$ cat config.mk
export PLATFORM = sky130hd
export DESIGN_NAME = operand_capture_flat
export DESIGN_NICKNAME = d
export VERILOG_FILES = /design/src/rtl/operand_capture_if.sv /design/src/rtl/operand_capture.sv /design/src/flat_wrapper.sv
export SDC_FILE = /design/constraint.sdc
export NUM_CORES = 1
export LEC_CHECK = 0
export ABC_AREA = 1
export CELL_PAD_IN_SITES_DETAIL_PLACEMENT = 0
export CELL_PAD_IN_SITES_GLOBAL_PLACEMENT = 1
export CORE_MARGIN = 3
export CORE_UTILIZATION = 35
export CTS_BUF_LIST = sky130_fd_sc_hd__clkbuf_4
export DETAILED_ROUTE_END_ITERATION = 8
export DONT_BUFFER_PORTS = 1
export GPL_ROUTABILITY_DRIVEN = 0
export PLACE_DENSITY_LB_ADDON = 0.05
export SETUP_SLACK_MARGIN = 0.2
export SYNTH_ARGS = -nofsm -noshare
export SYNTH_HDL_FRONTEND = slang
export SYNTH_SLANG_ARGS = --single-unit
$ cat constraint.sdc
create_clock -name clk -period 1.6 [get_ports clk]
set_clock_uncertainty 0.1 [all_clocks]
set_input_delay 0 -clock clk [delete_from_list [all_inputs] [get_ports clk]]
set_output_delay 0 -clock clk [all_outputs]
set_load 0.01 [all_outputs]
$ cat src/rtl/operand_capture_if.sv
// Operand/select pins, enable and carry button into the capture stage; committed operands and valid pulse out.
interface operand_capture_if;
    logic       ena;
    logic [7:0] sw;
    logic [4:0] sw2;
    logic [2:0] sel;
    logic       btnC;
    logic [7:0] a_q;
    logic [7:0] b_q;
    logic [2:0] sel_q;
    logic       cin_q;
    logic       valid;

    modport master (
        output ena, sw, sw2, sel, btnC,
        input  a_q, b_q, sel_q, cin_q, valid
    );

    modport slave (
        input  ena, sw, sw2, sel, btnC,
        output a_q, b_q, sel_q, cin_q, valid
    );
endinterface

$ cat src/rtl/operand_capture.sv
// Syncs {sel,sw2,sw}, commits them after SETTLE_CYCLES stable cycles (SETTLE_CYCLES+3 edges, one-cycle valid, no backpressure),
// and debounces btnC into cin_q (DB_CYCLES+2 edges). OPCAP_SIGN_EXT_EN sign-extends b_q instead of zero-extending.
module operand_capture #(
    parameter int SETTLE_CYCLES = 16,
    parameter int DB_CYCLES     = 16
) (
    input  logic             clk,
    input  logic             rst_n,
    operand_capture_if.slave bus
);
    localparam int CW = $clog2(SETTLE_CYCLES) + 1;
    localparam int DW = $clog2(DB_CYCLES) + 1;
    localparam logic [CW-1:0] CNT_MAX  = CW'(SETTLE_CYCLES);
    localparam logic [DW-1:0] DCNT_MAX = DW'(DB_CYCLES);

    typedef enum logic [1:0] {
        ST_IDLE,
        ST_SETTLE,
        ST_COMMIT
    } state_t;

    state_t        r_state;
    state_t        w_state_nxt;
    logic [15:0]   r_sync1;
    logic [15:0]   r_s;
    logic          r_bsync1;
    logic          r_bs;
    logic [15:0]   r_p;
    logic [15:0]   w_p_nxt;
    logic [CW-1:0] r_cnt;
    logic [CW-1:0] w_cnt_nxt;
    logic [DW-1:0] r_dcnt;
    logic          w_load;
    logic [15:0]   w_h;
    logic [7:0]    r_a;
    logic [4:0]    r_b_raw;
    logic [2:0]    r_sel;
    logic          r_cin;
    logic          r_valid;

    assign w_h = {r_sel, r_b_raw, r_a};

    always_ff @(posedge clk or negedge rst_n) begin
        if (!rst_n) begin
            r_sync1  <= '0;
            r_s      <= '0;
            r_bsync1 <= 1'b0;
            r_bs     <= 1'b0;
        end else begin
            r_sync1  <= {bus.sel, bus.sw2, bus.sw};
            r_s      <= r_sync1;
            r_bsync1 <= bus.btnC;
            r_bs     <= r_bsync1;
        end
    end

    always_ff @(posedge clk or negedge rst_n) begin
        if (!rst_n) begin
            r_state <= ST_IDLE;
            r_p     <= '0;
            r_cnt   <= '0;
        end else begin
            r_state <= w_state_nxt;
            r_p     <= w_p_nxt;
            r_cnt   <= w_cnt_nxt;
        end
    end

    // cnt stops at CNT_MAX because reaching it always leaves SETTLE
    always_comb begin
        w_state_nxt = r_state;
        w_p_nxt     = r_p;
        w_cnt_nxt   = r_cnt;
        w_load      = 1'b0;
        case (r_state)
            ST_IDLE: begin
                if (r_s != w_h) begin
                    w_state_nxt = ST_SETTLE;
                    w_p_nxt     = r_s;
                    w_cnt_nxt   = CW'(1);
                end
            end
            ST_SETTLE: begin
                if (r_s != r_p) begin
                    w_p_nxt   = r_s;
                    w_cnt_nxt = CW'(1);
                end else if (r_cnt == CNT_MAX) begin
                    w_state_nxt = ST_COMMIT;
                end else begin
                    w_cnt_nxt = r_cnt + CW'(1);
                end
            end
            ST_COMMIT: begin
                w_state_nxt = ST_IDLE;
                w_cnt_nxt   = '0;
                w_load      = 1'b1;
            end
            default: begin
                w_state_nxt = ST_IDLE;
                w_cnt_nxt   = '0;
            end
        endcase
        if (!bus.ena) begin
            w_state_nxt = ST_IDLE;
            w_cnt_nxt   = '0;
            w_load      = 1'b0;
        end
    end

    // A commit that lands back on the held value reloads silently
    always_ff @(posedge clk or negedge rst_n) begin
        if (!rst_n) begin
            r_a     <= '0;
            r_b_raw <= '0;
            r_sel   <= '0;
            r_valid <= 1'b0;
        end else begin
            r_valid <= w_load && (r_p != w_h);
            if (w_load) begin
                r_a     <= r_p[7:0];
                r_b_raw <= r_p[12:8];
                r_sel   <= r_p[15:13];
            end
        end
    end

    always_ff @(posedge clk or negedge rst_n) begin
        if (!rst_n) begin
            r_cin  <= 1'b0;
            r_dcnt <= '0;
        end else if (r_bs == r_cin) begin
            r_dcnt <= '0;
        end else if (r_dcnt == DCNT_MAX) begin
            r_cin  <= r_bs;
            r_dcnt <= '0;
        end else begin
            r_dcnt <= r_dcnt + DW'(1);
        end
    end

    assign bus.a_q   = r_a;
    assign bus.sel_q = r_sel;
    assign bus.cin_q = r_cin;
    assign bus.valid = r_valid;
`ifdef OPCAP_SIGN_EXT_EN
    assign bus.b_q   = {{3{r_b_raw[4]}}, r_b_raw};
`else
    assign bus.b_q   = {3'b000, r_b_raw};
`endif
endmodule

$ cat src/flat_wrapper.sv
// flat-port wrapper written by rule: the top's interface ports become plain ports
module operand_capture_flat 
#(
    parameter int SETTLE_CYCLES = 16,
    parameter int DB_CYCLES     = 16
)
  (clk, rst_n, bus_ena, bus_sw, bus_sw2, bus_sel, bus_btnC, bus_a_q, bus_b_q, bus_sel_q, bus_cin_q, bus_valid);
  operand_capture_if bus_i ();
  input  logic clk;
  input  logic rst_n;
  input wire logic [$bits(bus_i.ena)-1:0] bus_ena;
  input wire logic [$bits(bus_i.sw)-1:0] bus_sw;
  input wire logic [$bits(bus_i.sw2)-1:0] bus_sw2;
  input wire logic [$bits(bus_i.sel)-1:0] bus_sel;
  input wire logic [$bits(bus_i.btnC)-1:0] bus_btnC;
  output wire logic [$bits(bus_i.a_q)-1:0] bus_a_q;
  output wire logic [$bits(bus_i.b_q)-1:0] bus_b_q;
  output wire logic [$bits(bus_i.sel_q)-1:0] bus_sel_q;
  output wire logic [$bits(bus_i.cin_q)-1:0] bus_cin_q;
  output wire logic [$bits(bus_i.valid)-1:0] bus_valid;
  assign bus_i.ena = bus_ena;
  assign bus_i.sw = bus_sw;
  assign bus_i.sw2 = bus_sw2;
  assign bus_i.sel = bus_sel;
  assign bus_i.btnC = bus_btnC;
  assign bus_a_q = bus_i.a_q;
  assign bus_b_q = bus_i.b_q;
  assign bus_sel_q = bus_i.sel_q;
  assign bus_cin_q = bus_i.cin_q;
  assign bus_valid = bus_i.valid;
  operand_capture #(.SETTLE_CYCLES(SETTLE_CYCLES), .DB_CYCLES(DB_CYCLES)) u_core (.clk(clk), .rst_n(rst_n), .bus(bus_i));
endmodule
After elaboration in Yosys (flattened, before gate mapping)
Index checks and enable logic that the tools add are counted.

Add/sub/neg operators: 2. Muxes and demuxes: 17. Reduce and logical (&&, ||, !) cells: 7. Bitwise gates (word level): 1. Equal/unequal tests: 14.

Operators by type and width (number): inequality test 16 bit (3); two-way mux 16 bit (2); case mux 16 bit (2 select lines) (1); two-way mux 5 bit (6); adder 5 x 1 -> 5 bit, second input constant (2); == test 5 bit, second input constant (2); case mux 5 bit (2 select lines) (1); two-way mux 2 bit (4); inequality test 3 x 2 -> 1 bit, second input constant (2); AND reduction 3 bit (2); inequality test 2 x 1 -> 1 bit, second input constant (2); inequality test 4 x 3 -> 1 bit, second input constant (1); case mux 2 bit (2 select lines) (1); AND reduction 2 bit (2); inequality test 3 bit, second input constant (1); == test 2 x 1 -> 1 bit, second input constant (1); == test 2 bit, second input constant (1); zero test 2 bit (1); two-way mux 1 bit (2); nonzero test 2 bit (1); == test 1 bit (1); logical AND 1 bit (1); NOT 1 bit (1).

Register bits: 80. Word-level logic and storage cells: 54. Output and inout bits: 21. Bits of input ports: 20.

Logic depth before layout (Yosys ltp)
Depth after elaboration: 5. Depth in mapped cells: 11. Gate-level depth less buffers: 11.

Worst setup path after synthesis
Ideal clock, no wire load.

Path kind: flip-flop to flip-flop. Start point: register u_core.r_sel[1], in the netlist u_core.bus.sel_q[1]. End point: register u_core.r_p[10]. Required time: 1.378 ns. Library setup time: 0.122 ns. Buffers on the path: 1. Stages on the path, launching flop included: 11. Slack: 0.064 ns. Data arrival time: 1.314 ns. Period minus slack after synthesis: 1.536 ns. Cell sequence: dfrtp_1 > inv_1 > nand2_1 > o21ai_0 > nor2_1 > nand2_1 > nor2_1 > nand3_1 > nand3_2 > buf_4 > o21ai_1.

Cells in the longest elaborated chain, start to end: 3.

Ends and longest elaborated chain: start: declaration (RTL line operand_capture.sv:37) `logic [2:0] r_sel;`; start signal: assignment (RTL line operand_capture.sv:122) `r_sel <= r_p[15:13];`; inequality test 16 bit (RTL line operand_capture.sv:77) `if (r_s != w_h) begin`; inequality test 2 x 1 -> 1 bit (no line); AND reduction 3 bit (no line); end signal: assignment (RTL line operand_capture.sv:64) `r_p <= w_p_nxt;`; end: declaration (RTL line operand_capture.sv:28) `logic [15:0] r_p;`.

No other way between the ends. A chain may end at the register's enable or synchronous reset.

Final worst setup path
Start point: register u_core.r_s[1]. End point: register u_core.r_cnt[4].

Cells in the longest elaborated chain, start to end: 4. Elaborated cells on any way between the ends: 8. Classes of those cells: eq/ne (4); mux (3); reduce/logical (1).

Ends and longest elaborated chain: start: declaration (RTL line operand_capture.sv:25) `logic [15:0] r_s;`; start signal: assignment (RTL line operand_capture.sv:51) `r_s <= r_sync1;`; inequality test 16 bit (RTL line operand_capture.sv:84) `if (r_s != r_p) begin`; two-way mux 5 bit (RTL line operand_capture.sv:84); case mux 5 bit (2 select lines) (RTL line operand_capture.sv:75) `case (r_state)`; two-way mux 5 bit (RTL line operand_capture.sv:103) `if (!bus.ena) begin`; end signal: assignment (RTL line operand_capture.sv:65) `r_cnt <= w_cnt_nxt;`; end: declaration (RTL line operand_capture.sv:30) `logic [CW-1:0] r_cnt;`.

Parallel ways exist; a longest one is shown, timed or not.

==> results.cfg <==
[run_status]
outcome = complete, but fails checks
violations = negative hold slack, negative setup slack

[final_layout]
final_cell_mix = nand2_1 (112), dfrtp_1 (79), buf_4 (59)
nets = 544
syn_to_final_growth_pct = 43.2
drive_above_1_share_pct = 30.1
final_common_cell = nand2_1
antenna_cells = 0

[sta]
rsz0062_at_grt = true
slew_viol_final = 0
setup-tns-final_ps = -2020
setup_ws_ps = -134
fin_crit_sh_pct = 108
hold_viol = 80
whs_ps = -881
fin_crit_ps = 1730
setup_viol = 22
fmax_mhz = 577

[clock_tree]
tritoncts = yes
clock_sinks = 80
hold_buffers = 35
cts_max_level = 3
cts_root_buf = clkbuf_4
clockBufferDepth = 2
clock_latency_ps = 460
numCtsBuffers = 9
cts.clk_slew.worst_paths_ps = 140

[synthesis]
ys_ff_latch = 80
ys_async_sr_fraction_pct = 100
yosysSeqAreaShare_pct = 56.3
netlist_area_sq_um = 3550
synth_top_area_share_pct = 56.3
ys.flop_type = dfrtp_1
synth_cells = 406
synth_warnings = 0
post-synth-top-area-cell = dfrtp_1
avgSynthCellArea_sq_um = 8.75
synth_area_leaders = dfrtp_1 (56%), nand2_1 (14%), inv_1 (5.9%)
synth-edff-count = 0
yosysUniqueCellTypes = 30

[setup_path]
crit_type = reg -> reg
cp_max_fo = 3
r2r_cells = 9
crit_path_end_kind = flop
crit_path_cell_trace = xnor2_1 -> nand3_1 -> nor2_1 -> nand4_1 -> buf_4 -> inv_2 -> nand2_1 -> nand2_1 -> inv_1
cp_slowest_cell = dfrtp_1
cpMostUsedCell = nand2_1
worstPathRequired_ps = 1870
cp.arrival_ps = 2000
max_stage_delay_ps = 420
start_kind = flop

[global_routing]
antenna_found_initial = 0
grt_pass1_vias = 2795
grt_overflow = 0
grt_pass1_wl_um = 14300
grt_max_degree = 81
grtUsageTotal_pct = 16.7

[routing]
viasPerCell = 4.37
dr.pass1.iters = 4
first_iter_violations = 94
ant_nets = 0
wirelength_um = 8780
remaining_drc_errors = 0
vias = 2873
routedWlPerCell_um = 13.3

[floorplanning]
die-area_sq_um = 11400
coreArea_sq_um = 9820
num_rows = 36
io_pins = 41
die_x_um = 107
start_util_pct = 36.2
dieHeight_um = 107

[min_path]
hold_class = in -> async

[power]
p_per_area_nw_per_um2 = 746
peakVddDrop_v = 0.000640
power_uw = 3790
p_leak_uw = 0.00251

[placed_design]
hpwl_um = 5740
place_ws_ps = -113
portBuffers = 0

[flow_run]
cap_violations = 0
metal layers:
metal / wire length [um] / vias up / track usage [%]
met5: 0 / - / 0
met4: 165 / 0 / 6.58
met3: 459 / 12 / 6.20
met2: 4090 / 43 / 25.9
met1: 4070 / 1340 / 21.3
li1: - / 1478 / -
Yosys cell counts, types with 2 or more instances:
| cell type | n |
|---|---|
| nand2_1 | 132 |
| xnor2_1 | 11 |
| xor2_1 | 8 |
| mux2_2 | 2 |
| buf_4 | 4 |
| clkbuf_1 | 3 |
| nor2_4 | 2 |
| a21oi_1 | 4 |
| nor2_1 | 26 |
| buf_6 | 2 |
| nand3_2 | 2 |
| o21ai_0 | 23 |
| nand4_1 | 7 |
| inv_1 | 56 |
| nand3_1 | 11 |
| o21ai_1 | 17 |
| dfrtp_1 | 80 |
| ha_1 | 4 |
worst max-delay path: cells and delay by family, from the launching register on:
family	cells	cell delay (ps)
XOR/XNOR	1	190
AND/OR/NAND/NOR	5	660
buffers and inverters	3	280
flip-flops	1	420
kinds of logic after synthesis:
group / share of synthesized area, %
DFF: 56.3
xor gates and xnor gates: 4.68
muxes: 0.634
other: 0.106
adders and majority gates: 1.41
buffers and inverters: 7.82
and+or+nand+nor: 21.9
AOI/OAI and AO/OA: 7.11
worst paths after layout:
kind,start,end,slack [ps]
max in group asynchronous,rst_n,u_core.r_s[9],2120
worst min-delay path,rst_n,u_core.r_p[5],-880
min in group clk,u_core.r_sync1[14],u_core.r_s[14],260
worst max-delay path,u_core.r_s[1],u_core.r_cnt[4],-130
worst min register to register,u_core.r_sync1[14],u_core.r_s[14],260
worst max register to register,u_core.r_s[1],u_core.r_cnt[4],-130
power breakdown:
group	switching (uW)	internal, uW
Combinational	172	205
Sequential	57.4	2100
Clock	773	489
layout make-up:
cell class	instances	area (sq um)
timing repair buffer	110	1020
inverter	57	216
clock buffer	9	67.6
fill	986	4730
multi-input combinational	262	1530
clock inverter	7	77.6
sequential	80	2000
tap	133	166
per-stage QoR:
| step | area (sq um) | util, % | instances | hold WS (ps) |
|---|---|---|---|---|
| floorplan | 3560 | - | 408 | -396 |
| global placement | 4150 | 42.3 | 594 | -393 |
| detailed placement | 4150 | 42.3 | 594 | -393 |
| CTS | 4850 | 49.4 | 651 | -945 |
| global route | 5090 | 51.8 | 658 | -949 |
| finish | 5090 | 51.8 | 658 | -881 |
state kept, by name, summed over array words and instances (netlist names):
register,count
u_core.bus.a_q,8
u_core.r_p,16
u_core.r_dcnt,5
u_core.r_s,16
u_core.bus.sel_q,3
u_core.r_cnt,5
u_core.r_b_raw,5
u_core.r_bs,1
u_core.r_state,2
u_core.r_sync1,16
u_core.r_bsync1,1
u_core.bus.valid,1
u_core.bus.cin_q,1
timing repair:
item | CTS | global route
pin swaps | 20 | 17
gates resized for setup | 36 | 53
setup buffers | 5 | 6
hold endpoints to repair | 121 | 80
gates cloned | 1 | 1
endpoints found under the setup margin | 25 | 26
(Power assumes the default switching activity.)
